## config.mk

```make
export PLATFORM = sky130hd
export DESIGN_NAME = board_win_scanner_flat
export DESIGN_NICKNAME = d
export VERILOG_FILES = /design/src/rtl/board_pkg.sv /design/src/rtl/board_win_scanner_if.sv /design/src/rtl/run_matcher.sv /design/src/rtl/board_win_scanner.sv /design/src/flat_wrapper.sv
export SDC_FILE = /design/constraint.sdc
export NUM_CORES = 1
export LEC_CHECK = 0
export CORE_UTILIZATION = 50
export DETAILED_ROUTE_END_ITERATION = 16
export MAX_ROUTING_LAYER = met4
export PLACE_DENSITY = 0.71
export REMOVE_ABC_BUFFERS = 1
export SYNTH_ARGS = -nofsm -noshare
export SYNTH_HDL_FRONTEND = slang
export SYNTH_HIERARCHICAL = 1
export SYNTH_SLANG_ARGS = --single-unit
export TNS_END_PERCENT = 20
```

## constraint.sdc

```tcl
create_clock -name clk -period 7.8 [get_ports clk]
set_input_delay 1.56 -clock clk [delete_from_list [all_inputs] [get_ports clk]]
set_output_delay 1.56 -clock clk [all_outputs]
set_load 0.01 [all_outputs]
```

## src/rtl/board_pkg.sv

```systemverilog
// Shared types and the grid-stepping helper for the board win scanner.
package board_pkg;

    localparam int unsigned BOARD_N = 8;

    typedef logic [2:0] coord_t;
    typedef logic [BOARD_N-1:0][BOARD_N-1:0] board_t;

    typedef enum logic [1:0] {DIR_H, DIR_V, DIR_D, DIR_A} dir_t;

    typedef enum logic [1:0] {StIdle, StScan, StFin} state_t;

    typedef struct packed {
        logic   oob;
        coord_t row;
        coord_t clm;
    } step_t;

    // One step along dir; a 4-bit intermediate exposes leaving the grid (incl. clm 0 -> -1).
    function automatic step_t step(coord_t row, coord_t clm, dir_t dir);
        logic [3:0] r;
        logic [3:0] c;
        step_t      s;
        r = {1'b0, row};
        c = {1'b0, clm};
        case (dir)
            DIR_H:   c = c + 4'd1;
            DIR_V:   r = r + 4'd1;
            DIR_D:   begin
                r = r + 4'd1;
                c = c + 4'd1;
            end
            default: begin
                r = r + 4'd1;
                c = c - 4'd1;
            end
        endcase
        s.oob = r[3] | c[3];
        s.row = r[2:0];
        s.clm = c[2:0];
        return s;
    endfunction

endpackage

```

## src/rtl/board_win_scanner_if.sv

```systemverilog
// Controller <-> scanner bundle. win_mask exists only when WIN_MASK_EN is defined.
interface board_win_scanner_if;
    import board_pkg::*;

    board_t      board;
    logic        start;
    logic        busy;
    logic        done;
    logic        win;
    coord_t      win_row;
    coord_t      win_clm;
    dir_t        win_dir;
`ifdef WIN_MASK_EN
    logic [63:0] win_mask;
`endif

    modport master (
        output board,
        output start,
`ifdef WIN_MASK_EN
        input  win_mask,
`endif
        input  busy,
        input  done,
        input  win,
        input  win_row,
        input  win_clm,
        input  win_dir
    );

    modport slave (
        input  board,
        input  start,
`ifdef WIN_MASK_EN
        output win_mask,
`endif
        output busy,
        output done,
        output win,
        output win_row,
        output win_clm,
        output win_dir
    );

endinterface

```

## src/rtl/run_matcher.sv

```systemverilog
// Combinational check of one candidate run; the cell mask output exists under WIN_MASK_EN.
module run_matcher
    import board_pkg::*;
#(
    parameter int unsigned RUN_LEN = 5
) (
    input  board_t      snap,
    input  coord_t      row,
    input  coord_t      clm,
    input  dir_t        dir,
`ifdef WIN_MASK_EN
    output logic [63:0] mask,
`endif
    output logic        match
);

    coord_t r;
    coord_t c;
    logic   oob;
    step_t  s;

    always_comb begin
        match = 1'b1;
        oob   = 1'b0;
        r     = row;
        c     = clm;
        s     = '0;
`ifdef WIN_MASK_EN
        mask  = '0;
`endif
        for (int unsigned k = 0; k < RUN_LEN; k++) begin
            if (!snap[r][c]) match = 1'b0;
`ifdef WIN_MASK_EN
            mask[{r, c}] = 1'b1;
`endif
            s = step(r, c, dir);
            // Leaving the grid only matters if another cell is still needed.
            if (k != RUN_LEN - 1) oob = oob | s.oob;
            r = s.row;
            c = s.clm;
        end
        match = match & ~oob;
    end

endmodule

```

## src/rtl/board_win_scanner.sv

```systemverilog
// Snapshots the board on start and sweeps all 256 candidates for a RUN_LEN run.
// Optional WIN_MASK_EN adds the win_mask output with the cells of the found run.
module board_win_scanner
    import board_pkg::*;
#(
    parameter int unsigned RUN_LEN = 5
) (
    input logic                clk,
    input logic                rst,
    board_win_scanner_if.slave bus
);

    state_t state_q, state_d;
    board_t snap_q;
    // Candidate index {dir, row, clm}, clm innermost.
    logic [7:0] idx_q;
    logic       win_q;
    coord_t     win_row_q;
    coord_t     win_clm_q;
    dir_t       win_dir_q;

    coord_t cur_row;
    coord_t cur_clm;
    dir_t   cur_dir;
    logic   match;
    logic   last;
    logic   start_acc;

    assign cur_dir   = dir_t'(idx_q[7:6]);
    assign cur_row   = idx_q[5:3];
    assign cur_clm   = idx_q[2:0];
    assign last      = &idx_q;
    assign start_acc = (state_q == StIdle) && bus.start;

`ifdef WIN_MASK_EN
    logic [63:0] cand_mask;
    logic [63:0] win_mask_q;
`endif

    run_matcher #(
        .RUN_LEN(RUN_LEN)
    ) u_matcher (
        .snap (snap_q),
        .row  (cur_row),
        .clm  (cur_clm),
        .dir  (cur_dir),
`ifdef WIN_MASK_EN
        .mask (cand_mask),
`endif
        .match(match)
    );

    always_ff @(posedge clk) begin
        if (rst) state_q <= StIdle;
        else     state_q <= state_d;
    end

    always_comb begin
        state_d = state_q;
        unique case (state_q)
            StIdle:  if (bus.start) state_d = StScan;
            StScan:  if (match || last) state_d = StFin;
            StFin:   state_d = StIdle;
            default: state_d = StIdle;
        endcase
    end

    always_comb begin
        bus.busy    = (state_q == StScan);
        bus.done    = (state_q == StFin);
        bus.win     = win_q;
        bus.win_row = win_row_q;
        bus.win_clm = win_clm_q;
        bus.win_dir = win_dir_q;
`ifdef WIN_MASK_EN
        bus.win_mask = win_mask_q;
`endif
    end

    always_ff @(posedge clk) begin
        if (rst) begin
            snap_q    <= '0;
            idx_q     <= '0;
            win_q     <= 1'b0;
            win_row_q <= '0;
            win_clm_q <= '0;
            win_dir_q <= DIR_H;
`ifdef WIN_MASK_EN
            win_mask_q <= '0;
`endif
        end else if (start_acc) begin
            snap_q    <= bus.board;
            idx_q     <= '0;
            win_q     <= 1'b0;
            win_row_q <= '0;
            win_clm_q <= '0;
            win_dir_q <= DIR_H;
`ifdef WIN_MASK_EN
            win_mask_q <= '0;
`endif
        end else if (state_q == StScan) begin
            if (match) begin
                win_q     <= 1'b1;
                win_row_q <= cur_row;
                win_clm_q <= cur_clm;
                win_dir_q <= cur_dir;
`ifdef WIN_MASK_EN
                win_mask_q <= cand_mask;
`endif
            end else begin
                idx_q <= idx_q + 8'd1;
            end
        end
    end

endmodule

```

## src/flat_wrapper.sv

```systemverilog
// flat-port wrapper written by rule: the top's interface ports become plain ports
module board_win_scanner_flat import board_pkg::*;
#(
    parameter int unsigned RUN_LEN = 5
)
  (clk, rst, bus_board, bus_start, bus_busy, bus_done, bus_win, bus_win_row, bus_win_clm, bus_win_dir);
  board_win_scanner_if bus_i ();
  input logic clk;
  input logic rst;
  input wire logic [$bits(bus_i.board)-1:0] bus_board;
  input wire logic [$bits(bus_i.start)-1:0] bus_start;
  output wire logic [$bits(bus_i.busy)-1:0] bus_busy;
  output wire logic [$bits(bus_i.done)-1:0] bus_done;
  output wire logic [$bits(bus_i.win)-1:0] bus_win;
  output wire logic [$bits(bus_i.win_row)-1:0] bus_win_row;
  output wire logic [$bits(bus_i.win_clm)-1:0] bus_win_clm;
  output wire logic [$bits(bus_i.win_dir)-1:0] bus_win_dir;
  assign bus_i.board = bus_board;
  assign bus_i.start = bus_start;
  assign bus_busy = bus_i.busy;
  assign bus_done = bus_i.done;
  assign bus_win = bus_i.win;
  assign bus_win_row = bus_i.win_row;
  assign bus_win_clm = bus_i.win_clm;
  assign bus_win_dir = bus_i.win_dir;
  board_win_scanner #(.RUN_LEN(RUN_LEN)) u_core (.clk(clk), .rst(rst), .bus(bus_i));
endmodule
```

==> results_dict.tcl, run 1 <==
set metrics [dict create \
    status "finished clean" \
    antenna_found_initial 0 \
    final_util 0.608 \
    die-area_sq_um 14300 \
    setup_viol 0 \
    synth_area_leader_cell "dfxtp_1" \
    yosysSeqAreaShare 0.240 \
    path_cells "nand2b_1 -> a21oi_1 -> mux2_2 -> ha_1 -> a211oi_1 -> a211oi_1 -> ha_1 -> a211oi_1 -> a211o_1 -> inv_1 -> ha_1 -> a211oi_1 -> a211o_1 -> a2111oi_0 -> a41o_1 -> or4_1 -> nor4_2 -> buf_4 -> and4bb_2 -> and3_1 -> mux2i_1" \
    syn-mean-instance-area_sq_um 8.15 \
    die_y_um 120 \
    yosysUniqueCellTypes 79 \
    fin_skew_ps 4.58 \
    slew_viol_final 0 \
    synth_top_area_share 0.240 \
    max_slew_margin 0.203 \
    holdPathEnd "u_core/bus.win" \
    num_rows 42 \
    cp_common_cell "a211oi_1" \
    first_pass_iters 5 \
    fmax_ghz 0.142 \
    hpwl_mm 18.2 \
    fillerInstances 1155 \
    grtUsageMet3 0.0608 \
    tightest_slew_ps 1190 \
    viasPerCell 6.58 \
    critPathSlowestCell "dfxtp_1" \
    htreeDepth 3 \
    grt_max_degree 69 \
    initial_utilization 0.518 \
    min_period_ps 7050 \
    hp-start "u_core/bus.win" \
    drtAntennaViolNets 0 \
    clock_path_buffers 2 \
    drt_iter0_markers 781 \
    drc 0 \
    required_ps 8040 \
    peakVddDrop_v 0.0000992 \
    fin_nets 981 \
    synth-edff-count 0 \
    crit_buf_inv 2 \
    p_leak_nw 2.88 \
    ff2ff_path_depth 21 \
    drive_above_1_share 0.128 \
    cts_buffers 9 \
    cts_tree "yes" \
    clkSlewWorstSetupHoldPaths_ps 60 \
    routed_wl_mm 25.1 \
    netlist_instances 848 \
    max_cap_violations 0 \
    antenna_cells 0 \
    reg2reg_to "u_core/idx_q[4]" \
    period_share 0.904 \
    place.gp.congestion 1.04 \
    yosys_warnings 6 \
    grt_use_met1 0.469 \
    r2r_slack_ps 750 \
    cp-start-kind "flip-flop" \
    die_w_um 120 \
    path_delay_family "compound AO/OA/AOI/OAI gates" \
    synth_seq_cells 83 \
    wl_per_cell_um 23.2 \
    rsz0062_at_grt "false" \
    root_buffer "clkbuf_16" \
    hold_depth 2 \
    post_cts_resized 0 \
    max_stage_delay_ps 980 \
    use_met2 0.561 \
    grt_pass1_wl_mm 39.0 \
    async_reset_ff_frac 0 \
    clock_latency_ps 350 \
    cts_setup_buffers 0 \
    cp-end-kind "flip-flop" \
    setup-tns-final_ps 0 \
    core_sq_um 13300 \
    synth_top_flop_cell "dfxtp_1" \
    vias 7123 \
    cp.arrival_ps 7290 \
    grt_busiest_layer "met2" \
    syn_area_sq_um 6910 \
    hold_buffers 0 \
    grt_use_total 0.369 \
    grt_pass1_vias 6759 \
    crit_type "reg2reg" \
    worst-path-max-fanout 30 \
    gr-total-overflow 0 \
    synthToLayoutAreaGrowth_pct 17.4 \
    yosys-top-cells-area "dfxtp_1 (24%), mux4_2 (12%), nand2_1 (9.8%), mux2i_1 (8.5%), a21oi_1 (6.5%)" \
    r2r-start "u_core/idx_q[6]" \
    hold_violations 0 \
    ios 78 \
    clock-sinks 83 \
    hold_class "reg2reg" \
    powerDensity_nw_per_um2 149 \
    numPortBuffers 77 \
]
-- layer usage --
layer	part of all wire	vias to the layer above	wire length, um
met4	0.054	0	1350
met3	0.085	83	2120
li1	-	3264	-
met2	0.46	410	11400
met5	0	-	0
met1	0.41	3366	10200
-- kinds of logic after synthesis --
group	Yosys count	share of synthesized area
simple gates	328	0.224
fa+ha+maj	13	0.0235
mux	108	0.230
xor+xnor	11	0.0172
compound gates	221	0.208
flops	83	0.240
buf+inv	84	0.0570
-- cell usage after synthesis (9+ instances only) --
library cell  count
nand2_1         181
a21oi_1          90
dfxtp_1          83
mux2i_1          59
mux4_2           36
clkbuf_1         32
nor2_1           30
buf_2            24
o21ai_0          23
a211oi_1         22
nand3_1          22
nand2b_1         15
inv_1            14
nor3_1           14
ha_1             13
a22oi_1          11
mux2_2           10
and3_1            9
nand4_1           9
-- tightest hold or removal path, cell delays in order (launching register included) --
cell     delay [ps]
dfxtp_1         310
inv_1            50
a21oi_1          50
-- cells in the final DEF (no fill, tap or decap), drive strengths merged, types with 4 or more instances in the layout --
master         count
a311oi             5
xnor2              7
buf               34
ha                13
a21o               6
dfxtp             83
a211oi            22
a22oi             11
mux4              39
a21boi             4
clkdlybuf4s50     76
a31oi              6
nand3             22
or3                7
nor3              14
and3               9
a22o               4
o2111ai            6
nand2b            15
o211ai             4
a21oi             91
mux2i             59
a2111oi            4
nor4               7
clkbuf            11
and2               5
nor2              31
nand2            183
inv               16
nor3b              5
o21ai             25
nand4              9
mux2              10
-- worst max-delay path by stage --
stage	to	slack, ps	cells after the start	from
2_1_floorplan	u_core/bus.win_row[0]	-580	19	u_core/idx_q[3]
3_3_place_gp	u_core/idx_q[4]	1160	21	u_core/idx_q[6]
3_5_place_dp	u_core/idx_q[4]	930	21	u_core/idx_q[6]
4_1_cts	u_core/idx_q[4]	910	21	u_core/idx_q[6]
5_1_grt	u_core/idx_q[4]	260	21	u_core/idx_q[6]
6_report	u_core/idx_q[4]	750	21	u_core/idx_q[6]
-- flip-flops by register name, summed over array words and instances (netlist names) --
register            cells
u_core/snap_q          64
u_core/idx_q            8
u_core/bus.win_clm      3
u_core/bus.win_row      3
u_core/bus.win_dir      2
u_core/state_q          2
u_core/bus.win          1
-- stage by stage --
step                      instance area [sq um]  power (mW)  worst slack (ps)  std cells  hold slack (ps)
after detailed placement                   7820       0.774               931       1066              443
after global routing                       8110        1.26               263       1082              458
final                                      8110        1.21               750       1082              447
after global placement                     7820       0.767              1160       1066              435
after floorplan                            6580       0.659              -576        780              442
after CTS                                  8110        1.21               913       1082              452
-- where the power goes --
| group | switching, mW | internal [mW] | leakage, nW |
|---|---|---|---|
| Sequential | 0.0385 | 0.449 | 0.680 |
| Clock | 0.183 | 0.249 | 0.132 |
| Combinational | 0.156 | 0.130 | 2.07 |
-- final cells by class --
type / count / area [sq um] / area share
inverter: 16 / 60.1 / 0.00740
multi-input combinational: 681 / 4860 / 0.599
clock buffer: 11 / 233 / 0.0287
tap: 176 / 220 / 0.0271
clock inverter: 5 / 61.3 / 0.00756
timing repair buffer: 110 / 1010 / 0.125
sequential: 83 / 1660 / 0.205
Note: power is estimated with default switching activity, not from simulation.
==> inputs of run 2 (changes only) <==
clock period = 9.1 ns   (was 7.8 ns; I/O delays follow)
==> run 2 against run 1 <==
Compared with the run above:
- setup slack improved by 950 ps
- count of clock-buffer cells in the layout fell by 1
- clock power fell by 11%
- sequential share of layout area rose by 0.23 points
- register-to-register slack improved by 950 ps
- largest cell class unchanged
- highest routed layer unchanged
- largest power group unchanged
- critical path depth did not move
- utilization fell by 0.68 points
- critical endpoint is now u_core/bus.win_dir[0]
- die area did not move
==> results_dict.tcl, run 2 (synthesis results as in run 1) <==
set metrics [dict create \
    status "finished clean" \
    die_w_um 120 \
    antenna_found_initial 2 \
    core_sq_um 13300 \
    numPortBuffers 77 \
    post_cts_resized 0 \
    clock_latency_ps 360 \
    setup_viol 0 \
    slew_viol_final 0 \
    period_share 0.813 \
    cp-start-kind "flip-flop" \
    die-area_sq_um 14300 \
    largest_register_ffs 64 \
    cts_buffers 9 \
    initial_utilization 0.518 \
    drt_iter0_markers 1116 \
    fmax_ghz 0.135 \
    hold_buffers 0 \
    required_ps 9340 \
    clkSlewWorstSetupHoldPaths_ps 70 \
    ios 78 \
    vias 7281 \
    synthToLayoutAreaGrowth_pct 16.1 \
    first_pass_iters 6 \
    rsz0062_at_grt "false" \
    wl_per_cell_um 24.2 \
    viasPerCell 6.81 \
    place.gp.congestion 1.16 \
    final_cell_mix "nand2_1 (181), a21oi_1 (90), dfxtp_1 (81)" \
    max_cap_violations 0 \
    min_period_ps 7400 \
    dp_slack_ps 1850 \
    path_cells "or3_1 -> nand2_1 -> inv_2 -> ha_1 -> a21oi_1 -> buf_4 -> clkinv_1 -> ha_1 -> a21o_1 -> ha_1 -> a21oi_1 -> buf_4 -> mux4_2 -> and3_1 -> a2111oi_0 -> a41o_1 -> or4_1 -> nor4_2 -> nand3b_1 -> mux2i_1 -> nor2_1" \
    cts_tree "yes" \
    grt_use_total 0.378 \
    hold_class "reg2reg" \
    cp_common_cell "ha_1" \
    critPathSlowestCell "dfxtp_1" \
    htreeDepth 3 \
    setup-tns-final_ps 0 \
    cp.arrival_ps 7640 \
    clock-sinks 83 \
    root_buffer "clkbuf_16" \
    crit_type "reg2reg" \
    num_rows 42 \
    cts_setup_buffers 0 \
    fin_nets 966 \
    grt_pass1_vias 7027 \
    final_common_cell "nand2_1" \
    tightest_slew_ps 880 \
    p_leak_nw 2.82 \
    powerDensity_nw_per_um2 133 \
    drive_above_1_share 0.116 \
    peakVddDrop_v 0.0000872 \
    hpwl_mm 18.5 \
    drc 0 \
    worst-path-max-fanout 35 \
    regMostFlops "u_core/snap_q" \
    grt_max_degree 69 \
    drtAntennaViolNets 0 \
    routed_wl_mm 25.8 \
    hold_violations 0 \
    gr-total-overflow 0 \
    die_y_um 120 \
    max_slew_margin 0.409 \
    setup_ws_ps 1700 \
    clock_path_buffers 2 \
    max_stage_delay_ps 760 \
    reg.largest.list "u_core/snap_q (64), u_core/idx_q (8)" \
    cp-end-kind "flip-flop" \
    grt_pass1_wl_mm 39.5 \
    fin_skew_ps 8.76 \
]
## run 2: power breakdown
part,internal (mW),switching [mW],total [mW]
logic,0.112,0.135,0.247
clock network,0.223,0.162,0.385
registers,0.385,0.0488,0.433
total,0.719,0.346,1.07
## run 2: final timing paths
path | startpoint | end | slack, ps | cells after the start
hold / removal | u_core/bus.win | u_core/bus.win | 450 | 2
hold reg to reg | u_core/bus.win | u_core/bus.win | 450 | 2
setup reg to reg | u_core/idx_q[7] | u_core/bus.win_dir[0] | 1700 | 21
setup / recovery | u_core/idx_q[7] | u_core/bus.win_dir[0] | 1700 | 21
## run 2: cell type report
| class | instances | area [sq um] |
|---|---|---|
| Clock inverter | 6 | 71.3 |
| Clock buffer | 10 | 239 |
| Multi-Input combinational cell | 681 | 4860 |
| Fill cell | 1259 | 5330 |
| Antenna cell | 2 | 5.00 |
| Timing Repair Buffer | 95 | 901 |
| Inverter | 16 | 60.1 |
| Tap cell | 176 | 220 |
| Sequential cell | 83 | 1660 |
## run 2: worst max-delay path, delay by kind of cell, from the launching register on
kind,cells,cell delay (ps)
AOI/OAI and AO/OA,5,1240
buffers and inverters,4,1510
adders and majority gates,3,1060
and+or+nand+nor,7,2180
DFF,1,760
muxes,2,490
## run 2: per-layer routing
metal,GRT usage,up-vias,share of wire
met5,-,-,0
met4,0.187,0,0.043
met3,0.0898,94,0.096
met2,0.587,452,0.47
met1,0.460,3504,0.39
li1,-,3231,-
## run 2: metrics by stage
step	instances	util	hold slack (ps)	power, mW	area (sq um)
2_1_floorplan	780	-	442	0.565	6580
3_3_place_gp	1051	0.577	434	0.672	7710
3_5_place_dp	1051	0.577	444	0.676	7710
4_1_cts	1067	0.601	454	1.06	8020
5_1_grt	1069	0.601	484	1.11	8020
6_report	1069	0.601	450	1.07	8020
